## src/rtl/regdst_scoreboard.sv

```systemverilog
// Destination-register scoreboard: tracks in-flight producers per register with
// a countdown until their result is forwardable, and raises D-stage stalls.
module regdst_scoreboard #(
  parameter int NREG = 32,
  parameter int AW   = 5,
  parameter int TW   = 2,
  parameter int TAGW = 3
) (
  input  logic            clk,
  input  logic            reset,
  input  logic            iss_valid,
  input  logic [3:0]      iss_regdst,
  input  logic [AW-1:0]   iss_dst,
  input  logic [TW-1:0]   iss_tnew,
  output logic [TAGW-1:0] iss_tag,
  input  logic [AW-1:0]   rs_addr,
  input  logic [AW-1:0]   rt_addr,
  input  logic [TW-1:0]   rs_tuse,
  input  logic [TW-1:0]   rt_tuse,
  input  logic            wb_valid,
  input  logic [AW-1:0]   wb_dst,
  input  logic [TAGW-1:0] wb_tag,
  input  logic            flush,
  output logic            stall,
  output logic            fwd_rs,
  output logic            fwd_rt,
  output logic [AW:0]     pend_cnt
);

  logic [NREG-1:1] pend_v, iss_dec, iss_hit, wb_clr;
  logic [TW-1:0]   tnew_v [NREG-1:1];
  logic [TAGW-1:0] tag_v  [NREG-1:1];

  logic [TAGW-1:0] tag_ctr_q, tag_ctr_d;
  logic [AW:0]     pend_cnt_q, pend_cnt_d;
  logic            issue_acc, cnt_inc, cnt_dec;
  logic            rs_pend, rt_pend;
  logic [TW-1:0]   rs_tnew, rt_tnew;

  // Source lookups read registered state only; register 0 never matches.
  always_comb begin
    rs_pend = 1'b0;
    rt_pend = 1'b0;
    rs_tnew = '0;
    rt_tnew = '0;
    for (int i = 1; i < NREG; i++) begin
      if (rs_addr == AW'(i)) begin
        rs_pend = pend_v[i];
        rs_tnew = tnew_v[i];
      end
      if (rt_addr == AW'(i)) begin
        rt_pend = pend_v[i];
        rt_tnew = tnew_v[i];
      end
    end
  end

  assign stall  = (rs_pend && (rs_tnew > rs_tuse)) || (rt_pend && (rt_tnew > rt_tuse));
  assign fwd_rs = rs_pend && (rs_tnew == '0);
  assign fwd_rt = rt_pend && (rt_tnew == '0);

  assign issue_acc = iss_valid && !stall && !flush && (iss_regdst <= 4'd3) && (|iss_dec);

  genvar gi;
  generate
    for (gi = 1; gi < NREG; gi++) begin : g_entry
      logic            pend_q, pend_d;
      logic [TW-1:0]   tnew_q, tnew_d;
      logic [TAGW-1:0] tag_q, tag_d;

      assign iss_dec[gi] = (iss_dst == AW'(gi));
      assign iss_hit[gi] = iss_dec[gi] && issue_acc;
      // Tag match keeps an older producer's writeback from clearing a newer one.
      assign wb_clr[gi]  = wb_valid && (wb_dst == AW'(gi)) && pend_q && (tag_q == wb_tag);
      assign pend_v[gi]  = pend_q;
      assign tnew_v[gi]  = tnew_q;
      assign tag_v[gi]   = tag_q;

      always_comb begin
        pend_d = pend_q;
        tnew_d = tnew_q;
        tag_d  = tag_q;
        if (flush) begin
          pend_d = 1'b0;
        end else if (iss_hit[gi]) begin
          pend_d = 1'b1;
          tnew_d = iss_tnew;
          tag_d  = tag_ctr_q;
        end else begin
          if (wb_clr[gi]) pend_d = 1'b0;
          if (pend_q && (tnew_q != '0)) tnew_d = tnew_q - 1'b1;
        end
      end

      always_ff @(posedge clk) begin
        if (!reset) begin
          pend_q <= 1'b0;
          tnew_q <= '0;
          tag_q  <= '0;
        end else begin
          pend_q <= pend_d;
          tnew_q <= tnew_d;
          tag_q  <= tag_d;
        end
      end
    end
  endgenerate

  // An issue onto the register being retired replaces it, so that retire is not counted.
  assign cnt_inc = |(iss_hit & ~pend_v);
  assign cnt_dec = |(wb_clr & ~iss_hit);

  always_comb begin
    tag_ctr_d  = tag_ctr_q + TAGW'(issue_acc);
    pend_cnt_d = pend_cnt_q + (AW+1)'(cnt_inc) - (AW+1)'(cnt_dec);
    if (flush) pend_cnt_d = '0;
  end

  always_ff @(posedge clk) begin
    if (!reset) begin
      tag_ctr_q  <= '0;
      pend_cnt_q <= '0;
    end else begin
      tag_ctr_q  <= tag_ctr_d;
      pend_cnt_q <= pend_cnt_d;
    end
  end

  assign iss_tag  = tag_ctr_q;
  assign pend_cnt = pend_cnt_q;

endmodule

```

## config.mk

```make
export PLATFORM = sky130hd
export DESIGN_NAME = regdst_scoreboard
export DESIGN_NICKNAME = d
export VERILOG_FILES = /design/src/rtl/regdst_scoreboard.sv
export SDC_FILE = /design/constraint.sdc
export NUM_CORES = 1
export LEC_CHECK = 0
export CORE_UTILIZATION = 57
export CTS_CLUSTER_SIZE = 8
export DETAILED_ROUTE_END_ITERATION = 10
export PLACE_DENSITY_LB_ADDON = 0.2
export SLEW_MARGIN = 20
export SYNTH_ARGS = -nofsm -noshare
export SYNTH_HDL_FRONTEND = slang
export SYNTH_SLANG_ARGS = --single-unit
```

## constraint.sdc

```tcl
create_clock -name clk -period 5.72 [get_ports clk]
set_input_delay 0.572 -clock clk [delete_from_list [all_inputs] [get_ports clk]]
set_output_delay 0.572 -clock clk [all_outputs]
set_load 0.01 [all_outputs]
```

## Word level (Yosys, flattened, before mapping)

Index checks and enable logic that the tools add are counted.

- Flip-flop bits (word level): 195
- Bits of input ports: 38
- Output and inout port bits: 12

- Add/sub/neg operators: 34
- Order comparisons: 3
- Eq/ne operators: 155
- Mux-type cells: 248
- Bitwise gates (word level): 6
- Reduce and logical (&&, ||, !) cells: 327

Operator list:

| kind | number |
|---|---|
| 5-bit equality test, second input constant | 64 |
| 2-bit 2-to-1 mux | 124 |
| 2-bit nonzero test | 93 |
| 1-bit logical AND | 163 |
| 5-bit by 4-bit equality test with 1-bit output, second input constant | 32 |
| 1-bit 2-to-1 mux | 124 |
| 2-bit AND reduction | 62 |
| 3-bit equality test | 31 |
| 31-bit OR reduction | 3 |
| 5-bit by 3-bit equality test with 1-bit output, second input constant | 16 |
| 31-bit AND | 2 |
| 31-bit NOT | 2 |
| 2-bit by 1-bit subtractor with 2-bit output, second input constant | 31 |
| 5-bit by 2-bit equality test with 1-bit output, second input constant | 8 |
| 5-bit by 1-bit equality test with 1-bit output, second input constant | 4 |
| 6-bit by 1-bit adder with 6-bit output | 1 |
| 6-bit by 1-bit subtractor with 6-bit output | 1 |
| 2-bit greater-than comparator | 2 |
| 4-bit by 2-bit <= comparator with 1-bit output, second input constant | 1 |
| 2-bit zero test | 2 |
| 3-bit by 1-bit adder with 3-bit output | 1 |
| 1-bit zero test | 2 |
| 1-bit NOT | 2 |
| 2-bit OR reduction | 1 |
| 1-bit logical OR | 1 |

## Depth between registers and ports, before layout

Gate-level depths: netlist of run 1.

- Depth in word-level cells: 45
- Gate-level depth with buffers: 35

## Worst setup path after synthesis of run 1

No wires, ideal clock.

- Kind: input to register
- Start point: input rt_addr[0]
- End point: register pend_cnt_q[4] (netlist: pend_cnt[4])
- Library setup time: 0.128 ns
- Arrival time: 6.151 ns
- Path slack: -0.559 ns
- Stages: 27
- Cells stage by stage: buf_2 -> buf_2 -> buf_2 -> buf_1 -> buf_1 -> mux4_2 -> a211o_1 -> ha_1 -> nor2b_1 -> o21ai_0 -> nor2_1 -> a21oi_1 -> nand4_2 -> buf_6 -> buf_6 -> nor3_2 -> o22ai_1 -> nor4_1 -> nand2_1 -> ha_1 -> inv_1 -> ha_1 -> fa_1 -> a21o_1 -> a21oi_1 -> xor2_1 -> nor2_1

- Cells in the longest elaborated chain, start to end: 45

Ends and longest elaborated chain:

| what | line | RTL |
|---|---|---|
| start, declared | 17 | `input logic [AW-1:0] rt_addr,` |
| 5-bit by 1-bit equality test with 1-bit output | 51 | `if (rt_addr == AW'(i)) begin` |
| 2-bit 2-to-1 mux (31 in a row) | 51 |  |
| 2-bit greater-than comparator | 58 | `assign stall = (rs_pend && (rs_tnew > rs_tuse)) \|\| (rt_pend && (rt_tnew > rt_tuse));` |
| 1-bit logical AND * | 58 |  |
| 1-bit logical OR * | 58 |  |
| 1-bit zero test * | 62 | `assign issue_acc = iss_valid && !stall && !flush && (iss_regdst <= 4'd3) && (\|iss_dec);` |
| 1-bit logical AND * (4 in a row) | 62 |  |
| 1-bit logical AND | 72 | `assign iss_hit[gi] = iss_dec[gi] && issue_acc;` |
| 31-bit AND / 31-bit NOT (equally long branches) | 110, 111 |  |
| 31-bit OR reduction / 31-bit AND (equally long branches) | 110, 111 |  |
| 6-bit by 1-bit adder with 6-bit output / 31-bit OR reduction (equally long branches) | 115, 111 |  |
| 6-bit by 1-bit subtractor with 6-bit output * | 115 | `pend_cnt_d = pend_cnt_q + (AW+1)'(cnt_inc) - (AW+1)'(cnt_dec);` |
| end signal, assigned | 125 | `pend_cnt_q <= pend_cnt_d;` |
| end, declared | 35 | `logic [AW:0] pend_cnt_q, pend_cnt_d;` |

Mark *: on every way between the ends. The rest lies on a longest branch, timed or not.
A chain may end at the register's enable or synchronous reset.

## Worst setup path after layout of run 1

- Start point: input rs_addr[2]
- End point: register pend_cnt_q[5] (netlist: pend_cnt[5])

- Cells in the longest elaborated chain, start to end: 45

Ends and longest elaborated chain:

| what | line | RTL |
|---|---|---|
| start, declared | 16 | `input logic [AW-1:0] rs_addr,` |
| 5-bit by 1-bit equality test with 1-bit output | 47 | `if (rs_addr == AW'(i)) begin` |
| 2-bit 2-to-1 mux (31 in a row) | 47 |  |
| 2-bit greater-than comparator | 58 |  |
| 1-bit logical AND * | 58 |  |
| 1-bit logical OR * | 58 |  |
| 1-bit zero test * | 62 |  |
| 1-bit logical AND * (4 in a row) | 62 |  |
| 1-bit logical AND | 72 |  |
| 31-bit AND / 31-bit NOT (equally long branches) | 110, 111 |  |
| 31-bit OR reduction / 31-bit AND (equally long branches) | 110, 111 |  |
| 6-bit by 1-bit adder with 6-bit output / 31-bit OR reduction (equally long branches) | 115, 111 |  |
| 6-bit by 1-bit subtractor with 6-bit output * | 115 |  |

Marked as above.

==> impl_metrics.toml, run 1 <==
[status]
outcome = "complete, no violations"

[timing]
rsz0062_at_grt = "true"
relSlewSlack_pct = 30.5
period_share_pct = 99.1
fin_hold_ws_ps = 479
worst_slack_ps = 52.9
finalSetupViolCount = 0
finClkSkew_ps = 25.3
max_transition_viols_final = 0
worst_slew_pin_slew_ps = 1030
report.final.hold_viol_count = 0
finalWorstPathRequiredPeriod_ps = 5670
max_clock_freq_mhz = 176
final.setup.tns_ps = 0

[clock_tree]
clock_latency_on_the_worst_skew_pair_ps = 450
clock_tree.buffer_depth = 2
holdBufCountCts = 0
tritoncts = "built"
clk_pin_slew_worst_paths_ps = 80
htree_num_levels = 4
tritoncts_num_sinks = 195
cts_inserted_buffers = 17
clk_root_buffer_cell = "clkbuf_16"

[setup_path]
worst-setup-path-type = "primary input to register"
critical-path-max-stage-delay_ps = 500
critPathRequiredTime_ps = 6030
startpoint_type = "primary input"
cp_data_arrival_time_ps = 5980
slowest_stage = "clkdlybuf4s50_1"
cp_max_fo = 7
end_kind = "register"
critical_path.most_common_cell = "a21o_1"

[synth]
postSynth.asyncResetShare_pct = 0
synth.distinct_cells = 96
synth-edff-count = 0
yosys_most_used_dff = "dfxtp_1"
synthesis.nets = 1836
syn_area_per_cell_um2 = 7.80
post_synth_inst_count = 1754
yosysSeqAreaShare_pct = 28.5
synth.ff_latch_count = 195
netlist_area_mm2 = 0.0137
yosysWarningCount = 0

[die]
boundaryPins = 50
coreArea_mm2 = 0.0235
dieWidth_um = 157
starting_density_of_the_core_pct = 58.1
dieArea_mm2 = 0.0246
die_height_um = 157
floorplan.rows = 56

[placed_design]
gpl.final_weighted_congestion = 1.04
portBuffers = 47
post-dp-hpwl_mm = 37.8
place_ws_ps = -807
place_area_mm2 = 0.0155
placed_cells = 2189

[power_and_ir_drop]
report.power.total_mw = 3.11
power_density_mw_per_mm2 = 187
worst_ir_drop_vdd_mv = 0.166
power.leakage_nw = 6.21

[global_route]
global_route_met2_utilization_pct = 63.2
use_met3_pct = 7.68
largest_net_degree_at_the_start_of_global_routing = 89
grt-ovfl-total = 0
grt_first_pass_wirelength_mm = 76.9
global_route.usage.total_pct = 41.6
grt.busiest_layer = "met2"
grt_antenna_before_repair = 0
grt_pass1_vias = 13200
met1_usage_grt_pct = 56.5

[cells_and_area]
final_cell_area_mm2 = 0.0167
layout.cells.non_filler = 2232
multi_input_comb_area_mm2 = 0.00945
drive_above_1_share_pct = 17.8
final_common_cell = "nand2_1"
mostFrequentLayoutCells = "223 x nand2_1, 194 x dfxtp_1, 182 x buf_4"
fillCellCount = 1997
final-seq-area_mm2 = 0.00391
final_core_utilization_pct = 70.9
layout_area_overhead_pct = 21.9
nNetsFinal = 1980

[drt]
drtIter0Drc = 1645
drc_errors_left = 0
vias_per_cell = 6.43
final_antenna_net_count = 0
wire_per_inst_um = 22.8
drt-total-wl_mm = 51.0
drt_pre_antenna_iters = 6
routed-via-count = 14300

[job]
maxCapViolCount = 0

[hold_path]
timing.hold.worst.class = "register to register"
-- cell usage after synthesis (6+ instances only) --
master / n / area [µm²]
xnor2_1: 61 / 534
a211oi_1: 19 / 143
a21oi_1: 96 / 480
nand2b_1: 23 / 144
o22ai_1: 30 / 188
nand3_1: 64 / 320
nor3_1: 45 / 225
o2111ai_1: 6 / 52.6
clkbuf_1: 73 / 274
o211a_1: 23 / 230
nor3_2: 12 / 120
o211ai_1: 19 / 143
buf_2: 19 / 95.1
a22oi_1: 10 / 75.1
dfxtp_1: 195 / 3900
mux2i_1: 68 / 681
nor3b_1: 27 / 203
a21boi_0: 70 / 526
inv_1: 90 / 338
nor4b_1: 6 / 52.6
a221oi_1: 6 / 52.6
o21ai_0: 49 / 245
nand2_1: 223 / 837
xor2_1: 67 / 587
a31oi_1: 9 / 56.3
a21o_1: 6 / 45.0
nand4_1: 19 / 119
o32ai_1: 6 / 52.6
nor2_1: 108 / 405
and2_1: 13 / 81.3
ha_1: 43 / 538
o31ai_1: 12 / 90.1
o32a_1: 6 / 60.1
nor2b_1: 74 / 463
o221ai_1: 7 / 61.3
nor4_1: 22 / 138
buf_1: 14 / 52.6
-- path summary, 6_finish.rpt --
| kind | slack (ps) | startpoint | to | cells past startpoint |
|---|---|---|---|---|
| hold / removal | 480 | g_entry[7].tag_q[1] | g_entry[7].tag_q[1] | 2 |
| hold reg to reg | 480 | g_entry[7].tag_q[1] | g_entry[7].tag_q[1] | 2 |
| setup reg to reg | 90 | g_entry[1].tnew_q[1] | pend_cnt[4] | 29 |
| setup / recovery | 50 | rs_addr[2] | pend_cnt[5] | 29 |
-- where the power goes --
group | internal, mW | switching, mW | total, mW
clock | 0.634 | 0.621 | 1.25
combinational | 0.205 | 0.294 | 0.499
sequential | 1.36 | 0.00173 | 1.36
-- cells by family (layout without fill, tap and decap cells) --
| kind of cell | after synthesis | count (layout) | share of synthesized area (%) |
|---|---|---|---|
| AND/OR/NAND/NOR | 681 | 681 | 25.4 |
| AO/OA/AOI/OAI | 422 | 422 | 21.8 |
| buffers and inverters | 209 | 366 | 6.26 |
| flip-flops | 195 | 195 | 28.5 |
| XOR/XNOR | 128 | 128 | 8.19 |
| multiplexers | 75 | 75 | 5.66 |
| adder cells (fa/ha/maj) | 44 | 44 | 4.08 |
| other | 0 | 2 | 0 |
-- flip-flops by register name (all words and copies together), names as in the netlist --
name	cells
iss_tag	3
g_entry.pend_q	31
g_entry.tag_q	93
pend_cnt	6
g_entry.tnew_q	62
-- per-layer routing --
| metal | routed length (µm) | part of all wire [%] | up-vias |
|---|---|---|---|
| li1 | - | - | 6527 |
| met5 | 0 | 0 | - |
| met3 | 5080 | 10 | 170 |
| met4 | 2490 | 4.9 | 0 |
| met1 | 21200 | 42 | 6854 |
| met2 | 22200 | 44 | 795 |
-- worst max-delay path, delay by kind of cell --
kind / cells / cell delay [ps]
AO/OA/AOI/OAI: 14 / 2520
adder cells (fa/ha/maj): 3 / 670
buffers and inverters: 5 / 1030
AND/OR/NAND/NOR: 6 / 1050
XOR/XNOR: 1 / 130
-- layout make-up --
cell class                      instances  share of cell area [%]
Antenna cell                            2                  0.0300
Clock buffer                           18                    2.57
Clock inverter                         14                    1.09
Inverter                               94                    2.12
Multi-Input combinational cell       1350                    56.7
Sequential cell                       195                    23.4
Tap cell                              319                    2.39
Timing Repair Buffer                  240                    11.7
-- repair_timing --
item	4_1_cts	5_1_grt
pin swaps	20	47
buffers inserted	5	4
setup endpoints to repair	5	5
resized for setup	41	67
gates cloned	1	0
Note: power is estimated with default switching activity, not from simulation.
==> run 2, diff against run 1 <==
GPL_ROUTABILITY_DRIVEN = 0   (was not set)
==> impl_metrics.toml, run 2 (synthesis gave the netlist of run 1 again) <==
[status]
outcome = "finished with violations"
violations = "negative setup slack"

[placed_design]
post-dp-hpwl_mm = 34.6
place_area_mm2 = 0.0153
place_ws_ps = -764
portBuffers = 47

[die]
die_height_um = 157
dieArea_mm2 = 0.0246
dieWidth_um = 157
coreArea_mm2 = 0.0235
boundaryPins = 50
starting_density_of_the_core_pct = 58.1
floorplan.rows = 56

[cells_and_area]
max_flop_register = "g_entry.tag_q"
final_core_utilization_pct = 70.9
final_cell_area_mm2 = 0.0167
final_common_cell = "nand2_1"
nNetsFinal = 1982
mostFrequentLayoutCells = "222 x nand2_1, 185 x dfxtp_1, 175 x buf_4"
largest_register_ff_count = 93
layout_area_overhead_pct = 22.0
layout_top_registers = "g_entry.tag_q: 93 flops, g_entry.tnew_q: 62 flops, g_entry.pend_q: 31 flops"
antenna-diode-count = 0
drive_above_1_share_pct = 18.2

[drt]
drt_pre_antenna_iters = 6
vias_per_cell = 6.48
drt-total-wl_mm = 49.2
met2_length_mm = 21.0
wire_per_inst_um = 22.0
wl_met1_mm = 19.5
met3RoutedLength_mm = 6.06
routed-via-count = 14500
drc_errors_left = 0
routed.top_layer = "met4"
drtIter0Drc = 1877
final_antenna_net_count = 0

[global_route]
largest_net_degree_at_the_start_of_global_routing = 89
grt-ovfl-total = 0
grt_antenna_before_repair = 0
global_route.usage.total_pct = 39.2
grt_pass1_vias = 13200
grt_first_pass_wirelength_mm = 73.8

[power_and_ir_drop]
pwr-share-comb_pct = 16.1
share_seq_of_total_power_pct = 43.7
power_report.internal_total_mw = 2.20
power.leakage_nw = 6.24
p_sw_share_pct = 29.3
worst_ir_drop_vdd_mv = 0.186
switching_power_uw = 909
power.share.clock_pct = 40.2
power_density_mw_per_mm2 = 186

[clock_tree]
clock_tree.buffer_depth = 2
clk_root_buffer_cell = "clkbuf_16"
clk_pin_slew_worst_paths_ps = 80
holdBufCountCts = 0
tritoncts = "built"
htree_num_levels = 4
cts_inserted_buffers = 17
tritoncts_num_sinks = 195
clock_latency_on_the_worst_skew_pair_ps = 440

[timing]
rsz0062_at_grt = "true"
finalWorstPathRequiredPeriod_ps = 5780
relSlewSlack_pct = 21.2
max_clock_freq_mhz = 173
period_share_pct = 101
finClkSkew_ps = 15.5
max_transition_viols_final = 0
report.final.hold_viol_count = 0
worst_slack_ps = -58.9
final.setup.tns_ps = -65.3
worst_slew_pin_slew_ps = 1180
finalSetupViolCount = 2

[hold_path]
min_delay_path_depth = 2
holdCritStartpoint = "g_entry[10].tag_q[2]"
timing.hold.worst.class = "register to register"

[setup_path]
slowest_stage = "nor4_1"
rr_worst_depth = 30
cp_max_fo = 3
end_kind = "register"
critical-path-max-stage-delay_ps = 360
crit_path_start = "g_entry[1].tnew_q[1]"
critPathRequiredTime_ps = 6030
startpoint_type = "register"
cp_data_arrival_time_ps = 6090
critical_path.reg2reg.startpoint = "g_entry[1].tnew_q[1]"
worst-setup-path-type = "register to register"

[job]
maxCapViolCount = 0
## run 2: cell types whose count changed in the layout (fill, tap and decap cells not counted), sizes merged
cell / change
buf: +5
clkbuf: -1
clkdlybuf4s15: -1
clkdlybuf4s50: -2
clkinv: +1
clkinvlp: +1
diode: -2
dlygate4sd2: -3
dlymetal6s2s: +3
inv: -1
## run 2: final timing paths
check | endpoint | slack, ps
setup / recovery | pend_cnt[4] | -60
hold / removal | g_entry[10].tag_q[2] | 480
setup reg to reg | pend_cnt[4] | -60
hold reg to reg | g_entry[10].tag_q[2] | 480
## run 2: cell type report
cell class	instances	area (µm²)
Multi-Input combinational cell	1350	9380
Fill cell	1858	6850
Sequential cell	195	3920
Timing Repair Buffer	242	2030
Clock buffer	17	425
Tap cell	319	399
Inverter	94	353
Clock inverter	15	189
## run 2: what timing repair did
action | in CTS | in global routing
endpoints found under the setup margin | 5 | 5
pin swaps | 20 | 58
gates cloned | 1 | 3
gates resized for setup | 38 | 92
buffers inserted | 8 | 22
## run 2: through the flow
step / hold slack (ps) / total power, mW / instances
floorplan: 450 / 1.65 / 1754
global placement: 458 / 1.81 / 2167
detailed placement: 469 / 1.81 / 2167
CTS: 480 / 3.05 / 2208
global route: 503 / 3.19 / 2232
finish: 479 / 3.11 / 2232
## run 2: power by group through the flow
stage / combinational [mW] / clock, mW / sequential (mW)
global placement: 0.419 / 0 / 1.39
detailed placement: 0.423 / 0 / 1.39
CTS: 0.447 / 1.25 / 1.36
global route: 0.525 / 1.30 / 1.36
finish: 0.501 / 1.25 / 1.36
floorplan: 0.262 / 0 / 1.39
## run 2: worst max-delay path, delay by kind of cell (launching register included)
family	cells	cell delay, ps
fa+ha+maj	4	1040
simple gates	7	1250
buf+inv	4	610
compound gates	13	1970
mux	1	280
xor+xnor	1	150
flops	1	350
## run 2: layer usage
metal,vias to the layer above,track usage (%)
met4,0,20.4
met2,976,59.1
met1,6719,51.8
met3,253,9.25
met5,-,0
li1,6513,-
